===== src/rtl/z80_io_mailbox.sv =====
// z80_io_mailbox: Z80 I/O-space byte mailbox between the CPU and an external host.
//   clk, reset                    system clock, synchronous active-high reset
//   iorq_n, m1_n, rd_n, wr_n      Z80 bus strobes (interrupt acknowledge is never decoded)
//   addr, wr_data                 Z80 A[7:0] and CPU data out
//   rd_data, doe                  read data and drive-enable for the shared di bus
//   tx_valid, tx_ready, tx_data   TX FIFO stream towards the host
//   rx_valid, rx_ready, rx_data   RX FIFO stream from the host
//   int_n                         active-low interrupt, real only when MAILBOX_INT_EN is defined
// Registers at BASE_ADDR+0..3: DATA, STATUS, CTRL, LEVEL.
module z80_io_mailbox #(
    parameter logic [7:0] BASE_ADDR  = 8'h20,
    parameter int         DEPTH_LOG2 = 3
) (
    input  logic       clk,
    input  logic       reset,
    input  logic       iorq_n,
    input  logic       m1_n,
    input  logic       rd_n,
    input  logic       wr_n,
    input  logic [7:0] addr,
    input  logic [7:0] wr_data,
    output logic [7:0] rd_data,
    output logic       doe,
    output logic       tx_valid,
    input  logic       tx_ready,
    output logic [7:0] tx_data,
    input  logic       rx_valid,
    output logic       rx_ready,
    input  logic [7:0] rx_data,
    output logic       int_n
);
    localparam int W = DEPTH_LOG2 + 1;
    localparam int D = 1 << DEPTH_LOG2;
    logic [7:0] tx_mem [D];
    logic [7:0] rx_mem [D];
    logic [W-1:0] tx_wp, tx_rp, rx_wp, rx_rp, tx_cnt, rx_cnt;
    logic [1:0] off;
    logic [7:0] rx_head, status, level;
    logic acc, acc_q, rd0_q, wr_ev, ctrl_wr, int_en, tx_ovf, rx_udf;
    logic tx_empty, tx_full, rx_empty, rx_full;
    logic tx_push, tx_pop, tx_drop, rx_push, rx_pop_ev, rx_pop;

    function automatic logic [3:0] sat4(input logic [W-1:0] c);
        return (32'(c) > 32'd15) ? 4'hF : 4'(c);
    endfunction

    always_comb begin
        off       = addr[1:0];
        acc       = !iorq_n && m1_n && (addr[7:2] == BASE_ADDR[7:2]) && (!rd_n || !wr_n);
        doe       = acc && !rd_n;
        // Writes act only on the leading clk of an access, so wait states never repeat them.
        wr_ev     = acc && !wr_n && !acc_q;
        ctrl_wr   = wr_ev && off == 2'd2;
        tx_empty  = tx_wp == tx_rp;
        tx_full   = tx_wp[DEPTH_LOG2] != tx_rp[DEPTH_LOG2] &&
                    tx_wp[DEPTH_LOG2-1:0] == tx_rp[DEPTH_LOG2-1:0];
        rx_empty  = rx_wp == rx_rp;
        rx_full   = rx_wp[DEPTH_LOG2] != rx_rp[DEPTH_LOG2] &&
                    rx_wp[DEPTH_LOG2-1:0] == rx_rp[DEPTH_LOG2-1:0];
        tx_cnt    = tx_wp - tx_rp;
        rx_cnt    = rx_wp - rx_rp;
        tx_valid  = !tx_empty;
        tx_data   = tx_mem[tx_rp[DEPTH_LOG2-1:0]];
        rx_ready  = !rx_full;
        tx_pop    = tx_valid && tx_ready;
        // A host pop in the same clk frees the slot, so a push at full still lands.
        tx_push   = wr_ev && off == 2'd0 && (!tx_full || tx_pop);
        tx_drop   = wr_ev && off == 2'd0 && tx_full && !tx_pop;
        rx_push   = rx_valid && rx_ready;
        // DATA reads pop on the trailing clk so rd_data holds for the whole read.
        rx_pop_ev = rd0_q && !acc;
        rx_pop    = rx_pop_ev && !rx_empty;
        rx_head   = rx_empty ? 8'h00 : rx_mem[rx_rp[DEPTH_LOG2-1:0]];
        status    = {int_en, 2'b00, rx_udf, tx_ovf, tx_empty, tx_full, !rx_empty};
        level     = {sat4(rx_cnt), sat4(tx_cnt)};
        rd_data   = !doe ? 8'h00 :
                    off == 2'd0 ? rx_head :
                    off == 2'd1 ? status :
                    off == 2'd2 ? {int_en, 7'b0} : level;
    end

    always_ff @(posedge clk) begin
        if (reset) begin
            acc_q  <= 1'b0;
            rd0_q  <= 1'b0;
            tx_wp  <= '0;
            tx_rp  <= '0;
            rx_wp  <= '0;
            rx_rp  <= '0;
            tx_ovf <= 1'b0;
            rx_udf <= 1'b0;
        end else begin
            acc_q  <= acc;
            rd0_q  <= doe && off == 2'd0;
            tx_wp  <= (ctrl_wr && wr_data[0]) ? '0 : tx_wp + W'(tx_push);
            tx_rp  <= (ctrl_wr && wr_data[0]) ? '0 : tx_rp + W'(tx_pop);
            rx_wp  <= (ctrl_wr && wr_data[1]) ? '0 : rx_wp + W'(rx_push);
            rx_rp  <= (ctrl_wr && wr_data[1]) ? '0 : rx_rp + W'(rx_pop);
            tx_ovf <= (tx_ovf && !(ctrl_wr && wr_data[2])) || tx_drop;
            rx_udf <= (rx_udf && !(ctrl_wr && wr_data[2])) || (rx_pop_ev && rx_empty);
        end
    end

    always_ff @(posedge clk) begin
        if (tx_push)
            tx_mem[tx_wp[DEPTH_LOG2-1:0]] <= wr_data;
        if (rx_push)
            rx_mem[rx_wp[DEPTH_LOG2-1:0]] <= rx_data;
    end

`ifdef MAILBOX_INT_EN
    always_ff @(posedge clk) begin
        if (reset) begin
            int_en <= 1'b0;
            int_n  <= 1'b1;
        end else begin
            if (ctrl_wr)
                int_en <= wr_data[7];
            int_n <= !(int_en && !rx_empty);
        end
    end
`else
    assign int_en = 1'b0;
    assign int_n  = 1'b1;
`endif
endmodule


===== config.mk =====
export PLATFORM = sky130hd
export DESIGN_NAME = z80_io_mailbox
export DESIGN_NICKNAME = d
export VERILOG_FILES = /design/src/rtl/z80_io_mailbox.sv
export SDC_FILE = /design/constraint.sdc
export NUM_CORES = 1
export LEC_CHECK = 0
export CAP_MARGIN = 25
export CELL_PAD_IN_SITES_DETAIL_PLACEMENT = 0
export CELL_PAD_IN_SITES_GLOBAL_PLACEMENT = 2
export CORE_MARGIN = 1
export CORE_UTILIZATION = 43
export CTS_CLUSTER_SIZE = 16
export DETAILED_ROUTE_END_ITERATION = 8
export PLACE_DENSITY_LB_ADDON = 0.1
export SYNTH_ARGS = -nofsm -noshare
export SYNTH_HDL_FRONTEND = slang
export SYNTH_SLANG_ARGS = --single-unit
export TNS_END_PERCENT = 10

===== constraint.sdc =====
create_clock -name clk -period 4.05 [get_ports clk]
set_input_delay 0.81 -clock clk [delete_from_list [all_inputs] [get_ports clk]]
set_output_delay 0.81 -clock clk [all_outputs]
set_load 0.02 [all_outputs]

==> results of run 1 <==
==> per-layer routing <==
metal / global-route usage [%] / wire, um / vias up
met2: 28.7 / 6080 / 71
met1: 25.1 / 5930 / 1701
met4: 8.21 / 252 / 0
met5: 0 / 0 / -
li1: - / - / 1666
met3: 3.92 / 578 / 19
==> placed cells by master, fill, tap and decap left out, drive strengths merged, types with 2 or more instances in the layout <==
cell type      instances
nand3                  9
inv                   11
mux2                   6
mux4                  30
clkinvlp               2
dfxtp                 20
fa                     2
xor2                   5
clkdlybuf4s50         50
a21oi                 10
clkinv                 6
ha                    14
a32oi                  2
mux2i                  5
o21ai                  2
edfxtp               128
or4b                   2
bufinv                 4
a211oi                 2
nor2b                  3
nand2                 36
and4bb                 2
or2                    4
a31oi                  4
nand2b                 3
a31o                   2
nor3                   7
buf                   26
nor2                  30
nand4                  2
and2                   9
xnor2                  8
clkbuf                19
==> sequential cells by signal, summed over array words and instances (netlist names) <==
name    cells
acc_q       1
rd0_q       1
rx_mem     64
rx_rp       4
rx_udf      1
rx_wp       4
tx_mem     64
tx_ovf      1
tx_rp       4
tx_wp       4
==> power groups by stage <==
stage,Clock [W],Sequential (W),Combinational (W)
finish,0.00166,0.00168,0.000124
global route,0.00176,0.00168,0.000136
CTS,0.00170,0.00168,0.000125
detailed placement,0,0.00171,0.000124
global placement,0,0.00171,0.000123
floorplan,0,0.00171,0.0000527
==> kinds of logic (layout without fill, tap and decap cells) <==
kind of cell               Yosys count  after routing  share of synthesized area, %
and+or+nand+nor                    113            113                          9.01
muxes                               41             41                          13.2
xor gates and xnor gates            13             13                          1.79
other                                1              1                        0.0591
adders and majority gates           16             16                          3.39
DFF                                148            148                          66.9
buffers and inverters               29            118                          2.35
AOI/OAI and AO/OA                   30             30                          3.27
==> metrics by stage <==
stage               power (W)  instance area [um2]  hold slack (ps)  setup slack (ps)
floorplan             0.00176                 6340              433               758
global placement      0.00183                 7160              451               245
detailed placement    0.00184                 7160              452               184
CTS                   0.00351                 7790              474               162
global route          0.00358                 7790              486              53.2
finish                0.00347                 7790              474               218
==> worst max-delay path by stage <==
stage	slack (ps)	from	to	cells past startpoint
3_5_place_dp	180	iorq_n	rd_data[3]	6
4_1_cts	160	tx_rp[2]$_SDFF_PP0_	rd_data[3]	7
2_1_floorplan	760	tx_rp[1]$_SDFF_PP0_	rd_data[2]	7
6_report	220	iorq_n	rd_data[3]	6
3_3_place_gp	250	iorq_n	rd_data[3]	6
5_1_grt	50	tx_rp[2]$_SDFF_PP0_	rd_data[3]	7
==> cell type report <==
| type | instances | share of cell area (%) |
|---|---|---|
| multi-input combinational | 214 | 25.0 |
| clock inverter | 13 | 2.57 |
| inverter | 10 | 0.482 |
| timing repair buffer | 76 | 8.93 |
| sequential | 148 | 54.5 |
| tap | 184 | 2.95 |
| clock buffer | 19 | 5.56 |
==> critical path, stage by stage <==
cell,delay [ps]
sky130_fd_sc_hd__clkdlybuf4s50_1,410
sky130_fd_sc_hd__nor4_2,310
sky130_fd_sc_hd__nand3_1,160
sky130_fd_sc_hd__or2_2,410
sky130_fd_sc_hd__a221oi_1,250
sky130_fd_sc_hd__clkdlybuf4s50_1,660
==> Implementation_results.wiki, run 1 <==
{| class="wikitable"
! Metric !! Value
|-
| VDD IR-drop max || 0.322 mV
|-
| Critical path arrival || about 3000 ps
|-
| Register-to-register path setup slack || 1180 ps
|-
| Final Critical Period || 3830 ps
|-
| Drc violations || 0
|-
| YS warnings || 0
|-
| Detail Placement HPWL || 8690 um
|-
| Synth top area cells || sky130_fd_sc_hd__edfxtp_1 (61%), sky130_fd_sc_hd__mux4_2 (6.4%), sky130_fd_sc_hd__dfxtp_1 (6.3%)
|-
| Initial core utilization || 43.8%
|-
| Number of levels in the clock H-tree || 4
|-
| Post-CTS clock slew at the launch and capture registers of the worst setup and hold paths || 60 ps
|-
| Path depth of the worst reg2reg path || 7
|-
| Sequential Power Share || 48.4%
|-
| TritonCTS clock tree || built
|-
| Portion of the post-synthesis area used by sequential elements || 66.9%
|-
| Top cell type by total area after synthesis || sky130_fd_sc_hd__edfxtp_1
|-
| Max-capacitance violation count || 0
|-
| Commonest register cell after synthesis || sky130_fd_sc_hd__edfxtp_1
|-
| Part of the cycle the worst path needs || 94.6%
|-
| Latest clock arrival within the worst-skew pair || 420 ps
|-
| Post-route setup TNS || 0 ps
|-
| Combinational group share of total power || 3.6%
|-
| Placed instance count || 632
|-
| Worst Hold Launch || rx_udf$_SDFF_PP0_
|-
| Io pins || 52
|-
| Routed len/inst || 19.3 um
|-
| Syn Area/Cell || 16.2 um2
|-
| Worst-case hold path end point || rx_udf$_SDFF_PP0_
|-
| 1st-iter DRT viols || 212
|-
| Antenna-violating nets left || 0
|-
| TritonRoute pass-1 iters || 4
|-
| Detailed Route WL || 12800 um
|-
| Utilization after layout || 53.8%
|-
| Start of the worst register-to-register path || rx_rp[0]$_SDFF_PP0_
|-
| NumNets Final || slightly above 500
|-
| Proportion of netlist area held by the largest area contributor || roughly 61%
|-
| Number of cells in the finished layout apart from fillers || around 660
|-
| Data required, critical path || 3240 ps
|-
| Number of enable flip-flop cells after synthesis || about 130
|-
| Worst clock skew on the final layout || 12.5 ps
|-
| Net switching power || 0.000693 W
|-
| Leak pwr || between 2 and 3 nW
|-
| Overall track demand over capacity in global routing || 18.5%
|-
| Number of fill cells in the layout || 1186
|-
| RSZ-0062 raised after global routing || no
|-
| Share of final-layout standard cells stronger than drive strength 1 || 19.4%
|-
| Yosys cell types || 52
|-
| Capturing element type of the critical path || output pin
|-
| Number of gates resized after CTS || 0
|-
| Area occupied by multi-input gates || 0.00195 mm2
|-
| Pin count of the biggest net entering global routing || 21
|-
| Internal power || 0.00277 W
|-
| Max transition margin || a little over half
|-
| Share of total power in the clock network || 48.0%
|-
| Worst Tran Pin Value || 700 ps
|-
| Worst hold path cell count || 1
|-
| Most repeated cell in the gate-level netlist after synthesis || sky130_fd_sc_hd__edfxtp_1
|-
| Placer's final routability congestion estimate || 0.737
|-
| Gr ovfl total || 0
|-
| Via count of the first global-routing pass || 3408
|-
| Fraction of registers with async set/reset || 0%
|-
| Synth top cells by count || sky130_fd_sc_hd__edfxtp_1 (128), sky130_fd_sc_hd__nand2_1 (36), sky130_fd_sc_hd__nor2_1 (30)
|-
| Synthesis-to-layout area growth || 22.8%
|-
| Height of the die || 123 um
|-
| Cell area after synthesis || approximately 0.0063 mm2
|-
| Count of antenna diodes in the layout || 0
|-
| Final setup viols || 0
|-
| Flop and latch count out of synthesis || 148
|-
| CTS max path bufs || 2
|-
| # Post-CTS Setup Buffers || 0
|-
| Startpoint class of the critical path || input port
|-
| Die area || 0.0152 mm2
|-
| Hold violation count in the final report || 0
|-
| Average vias per placed instance || roughly 5.2
|-
| Highest fanout seen on the critical path || 10
|-
| Syn nets || approximately 440
|-
| Sinks on Clock Net || 148
|-
| Antenna violations before repair || 0
|-
| Tightest Hold Check Type || register to register
|-
| Highest clock frequency the design can meet || 261 MHz
|-
| Core area || 0.0145 mm2
|-
| Number of clock buffers inserted by TritonCTS || 17
|-
| Power Density || 445 mW/mm2
|-
| Number of buffers inserted by hold repair at cts || 0
|-
| Via count || 3457
|-
| Count of port buffers added during placement || 50
|-
| Site row count || 44
|-
| Worst reg2reg endpoint || rx_mem[2][3]$_DFFE_PP_
|-
| Max Transition Viols Final || 0
|-
| Sw Share || 20.0%
|-
| Flip-flop and latch area || roughly 0.0042 mm2
|-
| Width of the chip || around 120 um
|-
| Root buf cell || sky130_fd_sc_hd__clkbuf_16
|-
| Status || complete, no violations
|-
| Post-Syn Instances || between 300 and 400
|-
| Global-route wire length before repair || approximately 19000 um
|-
| Type of the setup path with the least slack || input port to output pin
|}
Power figures use the tool's default switching activity.
==> inputs of run 2 (changes only) <==
ABC_AREA = 1   (was unset)
ABC_CLOCK_PERIOD_IN_PS = 4050   (was unset)
CORE_UTILIZATION = 38   (was 43)
==> run 2 against run 1 <==
Compared with the run above: clock skew is 7.3 ps lower; core utilization is 6.3 points lower; sequential power hardly changed; via count is 28% higher; area after synthesis is 2.2% higher; non-clock buffer count stayed put; routed wire length is 19% higher; power is 1.8% lower; clock power is 4% lower; count of clock-buffer cells in the layout stayed put; final cell count is 37% higher; synthesized cell count is 55% higher; critical endpoint is now rd_data[5].
==> Implementation_results.wiki, run 2 <==
{| class="wikitable"
! Metric !! Value
|-
| Status || complete, no violations
|-
| Adder-Cell Fraction of Synth Area || 3.32%
|-
| Average vias per placed instance || 4.88
|-
| Via count || 4429
|-
| Number of gates resized after CTS || 0
|-
| Final setup viols || 0
|-
| Pin count of the biggest net entering global routing || 33
|-
| Io pins || 52
|-
| Number of levels in the clock H-tree || 4
|-
| Mux share of post-synthesis cell area || 0%
|-
| YS warnings || 0
|-
| TritonCTS clock tree || built
|-
| Max-capacitance violation count || 0
|-
| Highest fanout seen on the critical path || 10
|-
| Highest clock frequency the design can meet || 270 MHz
|-
| Max transition margin || 45.2%
|-
| Detailed Route WL || 15300 um
|-
| Latest clock arrival within the worst-skew pair || approximately 420 ps
|-
| Portion of the post-synthesis area used by sequential elements || 65.5%
|-
| Tightest Hold Check Type || register to register
|-
| Syn Area/Cell || 10.7 um2
|-
| Post-route setup TNS || 0 ps
|-
| Flip-flop and latch area || 0.00424 mm2
|-
| Simple-Gate Fraction of Synth Area || 17.4%
|-
| Gr ovfl total || 0
|-
| Type of the setup path with the least slack || input port to output pin
|-
| Utilization after layout || 47.6%
|-
| Post-Syn Instances || 605
|-
| Leak pwr || approximately 2.8 nW
|-
| Hold violation count in the final report || 0
|-
| Core area || 0.0166 mm2
|-
| CTS max path bufs || 2
|-
| Count of port buffers added during placement || 50
|-
| Height of the die || 133 um
|-
| Routed len/inst || 16.9 um
|-
| Proportion of netlist area held by the largest area contributor || 59.3%
|-
| Area occupied by multi-input gates || 0.00195 mm2
|-
| Yosys cell types || 32
|-
| Die area || 0.0176 mm2
|-
| Part of the cycle the worst path needs || approximately nine tenths
|-
| Post-CTS clock slew at the launch and capture registers of the worst setup and hold paths || about 60 ps
|-
| Sinks on Clock Net || 148
|-
| Number of enable flip-flop cells after synthesis || ~130
|-
| Drc violations || 0
|-
| Antenna-violating nets left || 0
|-
| Worst clock skew on the final layout || 5.26 ps
|-
| Via count of the first global-routing pass || 4287
|-
| Leading cell type in the layout, fill and taps excluded || sky130_fd_sc_hd__nor2_1
|-
| Startpoint class of the critical path || input port
|-
| 1st-iter DRT viols || between 300 and 400
|-
| Largest family of logic cells by synthesized area || simple AND/OR/NAND/NOR gates
|-
| Global-route wire length before repair || 24000 um
|-
| Initial core utilization || 38.9%
|-
| Top cell type by total area after synthesis || sky130_fd_sc_hd__edfxtp_1
|-
| Placer's final routability congestion estimate || 0.760
|-
| Number of fill cells in the layout || 1547
|-
| Root buf cell || sky130_fd_sc_hd__clkbuf_16
|-
| Total power draw || between 0.003 and 0.004 W
|-
| Most frequent cells in the layout || sky130_fd_sc_hd__nor2_1 (143), sky130_fd_sc_hd__edfxtp_1 (128), sky130_fd_sc_hd__nand2_1 (68)
|-
| Cell area after synthesis || between 0.006 and 0.007 mm2
|-
| Hold_ws || 472 ps
|-
| # Post-CTS Setup Buffers || 0
|-
| Antenna violations before repair || 0
|-
| Site row count || 47
|-
| Flop and latch count out of synthesis || 148
|-
| RSZ-0062 raised after global routing || no
|-
| TritonRoute pass-1 iters || 4
|-
| VDD IR-drop max || 0.300 mV
|-
| Worst Tran Pin Value || roughly 800 ps
|-
| Area of placed instances || 0.00732 mm2
|-
| Synth top cells by count || sky130_fd_sc_hd__nor2_1 (143), sky130_fd_sc_hd__edfxtp_1 (128), sky130_fd_sc_hd__nand2_1 (68)
|-
| Commonest register cell after synthesis || sky130_fd_sc_hd__edfxtp_1
|-
| Overall track demand over capacity in global routing || 18.6%
|-
| Data required, critical path || approximately 3200 ps
|-
| Count of antenna diodes in the layout || 0
|-
| Syn nets || 653
|-
| Critical path arrival || slightly below 3000 ps
|-
| Power Density || roughly 430 mW/mm2
|-
| Post-route design area || approximately 0.0079 mm2
|-
| Detail Placement HPWL || 10400 um
|-
| Synth top area cells || sky130_fd_sc_hd__edfxtp_1 (59%), sky130_fd_sc_hd__nor2_1 (8.3%), sky130_fd_sc_hd__dfxtp_1 (6.2%)
|-
| Share of final-layout standard cells stronger than drive strength 1 || 9.74%
|-
| Number of clock buffers inserted by TritonCTS || 17
|-
| Capturing element type of the critical path || output pin
|-
| Post-synthesis compound-gate area fraction || 7.66%
|-
| Max Transition Viols Final || 0
|-
| Fraction of registers with async set/reset || 0%
|-
| Parity-gate share of the synthesized area counting xor and xnor cells || 1.62%
|-
| Most repeated cell in the gate-level netlist after synthesis || sky130_fd_sc_hd__nor2_1
|-
| Final Critical Period || 3700 ps
|-
| Width of the chip || 133 um
|-
| Number of buffers inserted by hold repair at cts || 0
|-
| Synthesis-to-layout area growth || 22.1%
|-
| NumNets Final || about 730
|}
-- run 2: changes by cell type after synthesis, sizes merged, moves of 13 or more --
| cell | delta |
|---|---|
| nand3 | +33 |
| inv | +32 |
| nand2 | +34 |
| o21ai | +60 |
| a21oi | +13 |
| nor2 | +116 |
| mux4 | -30 |
-- run 2: worst paths after layout --
| check | startpoint | end | slack [ps] | cells past startpoint |
|---|---|---|---|---|
| max | addr[1] | rd_data[5] | 350 | 7 |
| min | tx_ovf$_SDFF_PP0_ | tx_ovf$_SDFF_PP0_ | 470 | 2 |
| max reg2reg | tx_rp[2]$_SDFF_PP0_ | tx_mem[4][6]$_DFFE_PP_ | 1380 | 10 |
| min reg2reg | tx_ovf$_SDFF_PP0_ | tx_ovf$_SDFF_PP0_ | 470 | 2 |
-- run 2: per-stage QoR --
step           instances  worst slack (ps)
6_report             908               347
5_1_grt              908               156
4_1_cts              908               329
3_5_place_dp         878               336
3_3_place_gp         878               364
2_1_floorplan        605              1320
-- run 2: report_power, final --
part           switching, W  leakage (nW)  internal, W
sequential       0.00000630          1.32      0.00167
combinational     0.0000836          1.24    0.0000525
clock              0.000574         0.285      0.00102
total              0.000663          2.84      0.00274
-- run 2: area by class of cell --
class / count / area share [%]
clock buffers: 19 / 5.47
clock inverters: 11 / 2.04
inverters: 42 / 1.99
multi-input cells: 392 / 24.6
flip-flops and latches: 148 / 53.6
well taps: 220 / 3.48
repair buffers: 76 / 8.79
-- run 2: cells by family after synthesis --
kind of cell	count (synthesis)
AND/OR/NAND/NOR	267
flip-flops	148
AO/OA/AOI/OAI	96
buffers and inverters	65
adder cells (fa/ha/maj)	16
XOR/XNOR	12
other	1
-- run 2: critical path, cell delays in order --
cell and delay [ps]:
sky130_fd_sc_hd__clkdlybuf4s50_1 620, sky130_fd_sc_hd__nor2_4 330, sky130_fd_sc_hd__inv_1 140, sky130_fd_sc_hd__nor2_1 150
sky130_fd_sc_hd__nand3_1 90, sky130_fd_sc_hd__a21oi_1 130, sky130_fd_sc_hd__clkdlybuf4s50_1 610
-- run 2: metal layers --
layer	track usage, %	vias to the layer above	share of wire [%]
met5	0	-	0
met4	7.60	0	2.3
met3	3.68	25	3.5
met2	32.3	88	51
met1	22.6	2093	43
li1	-	2223	-
==> inputs of run 3 (changes only) <==
--- a/config.mk
+++ b/config.mk
@@ -8,5 +8,4 @@
 export ABC_AREA = 1
 export ABC_CLOCK_PERIOD_IN_PS = 4050
-export CAP_MARGIN = 25
 export CELL_PAD_IN_SITES_DETAIL_PLACEMENT = 0
 export CELL_PAD_IN_SITES_GLOBAL_PLACEMENT = 2
==> constraint.sdc (replaced) <==
create_clock -name clk -period 4.05 [get_ports clk]
set_input_delay 0.405 -clock clk [delete_from_list [all_inputs] [get_ports clk]]
set_output_delay 0.405 -clock clk [all_outputs]
set_load 0.02 [all_outputs]
==> run 3 against run 2 <==
Compared with the run above: die area unchanged; via count shrank 2.0%; clock power fell by 7%; critical path type is now register to output pin; critical endpoint is now rd_data[3]; highest routed layer unchanged.
==> Implementation_results.wiki, run 3 (synthesis gave the netlist of run 2 again) <==
{| class="wikitable"
! Metric !! Value
|-
| Antenna violations before repair || 0
|-
| Site row count || 47
|-
| Number of clock buffers inserted by TritonCTS || 17
|-
| Core area || 0.0166 mm2
|-
| Worst clock skew on the final layout || 8.66 ps
|-
| Die area || 0.0176 mm2
|-
| TritonRoute pass-1 iters || 4
|-
| Largest stage delay on the critical path || 620 ps
|-
| Initial core utilization || 38.9%
|-
| Root buf cell || sky130_fd_sc_hd__clkbuf_16
|-
| Gr ovfl total || 0
|-
| Drc violations || 0
|-
| Start of the worst register-to-register path || tx_rp[2]$_SDFF_PP0_
|-
| Leak pwr || 2.79 nW
|-
| Status || complete, no violations
|-
| Number of gates resized after CTS || 0
|-
| Type of the setup path with the least slack || register to output pin
|-
| Hold violation count in the final report || 0
|-
| Worst reg2reg endpoint || tx_mem[7][0]$_DFFE_PP_
|-
| Count of port buffers added during placement || 50
|-
| Count of antenna diodes in the layout || 0
|-
| Worst-case hold path end point || rx_udf$_SDFF_PP0_
|-
| Worst-case setup margin in the final layout || ~450 ps
|-
| Max Transition Viols Final || 0
|-
| TritonCTS clock tree || built
|-
| Highest clock frequency the design can meet || 278 MHz
|-
| Final setup viols || 0
|-
| Most frequent cells in the layout || sky130_fd_sc_hd__nor2_1 (143), sky130_fd_sc_hd__edfxtp_1 (128), sky130_fd_sc_hd__nand2_1 (68)
|-
| Data required, critical path || around 3600 ps
|-
| Capturing element type of the critical path || output pin
|-
| Post-CTS clock slew at the launch and capture registers of the worst setup and hold paths || 60 ps
|-
| Synthesis-to-layout area growth || 20.6%
|-
| Area occupied by multi-input gates || between 0.0015 and 0.002 mm2
|-
| Sinks on Clock Net || 148
|-
| Placed instance count || 871
|-
| Number of cells in the finished layout apart from fillers || 902
|-
| Place WS || 866 ps
|-
| NumNets Final || 718
|-
| Leading cell type in the layout, fill and taps excluded || sky130_fd_sc_hd__nor2_1
|-
| Number of buffers inserted by hold repair at cts || 0
|-
| Placer's final routability congestion estimate || 0.814
|-
| Max transition margin || 49.6%
|-
| Worst Tran Pin Value || 753 ps
|-
| Latest clock arrival within the worst-skew pair || 410 ps
|-
| Hold_ws || 470 ps
|-
| Number of fill cells in the layout || 1549
|-
| CTS max path bufs || 2
|-
| Register-to-register path setup slack || 1000 ps
|-
| Highest fanout seen on the critical path || 12
|-
| Global-route wire length before repair || around 24000 um
|-
| VDD IR-drop max || roughly 0.27 mV
|-
| Startpoint class of the critical path || register
|-
| List of cells traversed by the critical path || clkinv_1 > ha_1 > nand3_1 > nor2_1 > inv_2 > nand3_1 > nand2_1 > nand2_1 > inv_1 > clkdlybuf4s50_1
|-
| Routed len/inst || approximately 17 um
|-
| Detailed Route WL || 15300 um
|-
| Antenna-violating nets left || 0
|-
| Final Critical Period || 3600 ps
|-
| Height of the die || 133 um
|-
| Flip-flop and latch area || 0.00424 mm2
|-
| Part of the cycle the worst path needs || 88.9%
|-
| Critical path arrival || 3190 ps
|-
| Worst Hold Launch || rx_udf$_SDFF_PP0_
|-
| Detail Placement HPWL || 10600 um
|-
| 1st-iter DRT viols || 270
|-
| Via count || 4339
|-
| Crit-path slowest cell || sky130_fd_sc_hd__dfxtp_1
|-
| Post-route setup TNS || 0 ps
|-
| Tightest Hold Check Type || register to register
|-
| Worst hold path cell count || 2
|-
| Width of the chip || 133 um
|-
| Pin count of the biggest net entering global routing || 36
|-
| Share of final-layout standard cells stronger than drive strength 1 || under 10%
|-
| Average vias per placed instance || 4.81
|-
| Path depth of the worst reg2reg path || 9
|-
| Power Density || 421 mW/mm2
|-
| # Post-CTS Setup Buffers || 0
|-
| Overall track demand over capacity in global routing || 18.6%
|-
| Number of levels in the clock H-tree || 4
|-
| Max-capacitance violation count || 0
|-
| RSZ-0062 raised after global routing || no
|-
| Total power draw || 0.00329 W
|-
| Via count of the first global-routing pass || roughly 4300
|-
| Io pins || 52
|}
run 3: changes by cell type in the layout (fill, tap and decap cells not counted):
cell,delta
sky130_fd_sc_hd__clkinvlp_4,-1
sky130_fd_sc_hd__buf_4,-7
sky130_fd_sc_hd__clkinv_4,+1
sky130_fd_sc_hd__clkbuf_1,+1
sky130_fd_sc_hd__clkinv_2,+2
sky130_fd_sc_hd__bufinv_16,-2
run 3: per-stage QoR:
| stage | instance area (um2) | util [%] |
|---|---|---|
| after floorplan | 6480 | - |
| after global placement | 7270 | 43.7 |
| after detailed placement | 7270 | 43.7 |
| after CTS | 7820 | 47.0 |
| after global routing | 7820 | 47.0 |
| final | 7820 | 47.0 |
run 3: worst max path at each step:
stage / from / to / slack, ps
3_3_place_gp: tx_rp[2]$_SDFF_PP0_ / rd_data[2] / 970
5_1_grt: rx_rp[2]$_SDFF_PP0_ / rd_data[3] / 150
3_5_place_dp: rx_rp[2]$_SDFF_PP0_ / rd_data[3] / 870
6_report: rx_rp[2]$_SDFF_PP0_ / rd_data[3] / 450
4_1_cts: rx_rp[2]$_SDFF_PP0_ / rd_data[3] / 400
2_1_floorplan: tx_rp[1]$_SDFF_PP0_ / rd_data[2] / 1720
run 3: report_power, final:
| group | leakage [nW] | internal (W) | switching, W | total (W) |
|---|---|---|---|---|
| Combinational | 1.20 | 0.0000505 | 0.0000809 | 0.000131 |
| Sequential | 1.32 | 0.00167 | 0.00000621 | 0.00168 |
| Clock | 0.270 | 0.000895 | 0.000581 | 0.00148 |
| Total | 2.79 | 0.00262 | 0.000669 | 0.00329 |
run 3: critical path: cells and delay by family (launching register included):
kind	cells	cell delay (ps)
AND/OR/NAND/NOR	5	610
adder cells (fa/ha/maj)	1	460
flip-flops	1	620
buffers and inverters	4	1080
run 3: cell type report:
cell class	count	area share (%)
timing repair buffer	69	8.23
inverter	42	2.02
clock buffer	20	5.59
tap	220	3.52
sequential	148	54.3
multi-input combinational	392	24.9
clock inverter	11	1.44
run 3: per-layer routing:
metal	global-route usage, %	part of all wire, %	up-vias	wire (um)
li1	-	-	2213	-
met1	22.9	44	2057	6790
met2	32.8	52	56	8010
met3	3.18	2.1	13	329
met4	6.39	1.2	0	189
met5	0	0	-	0
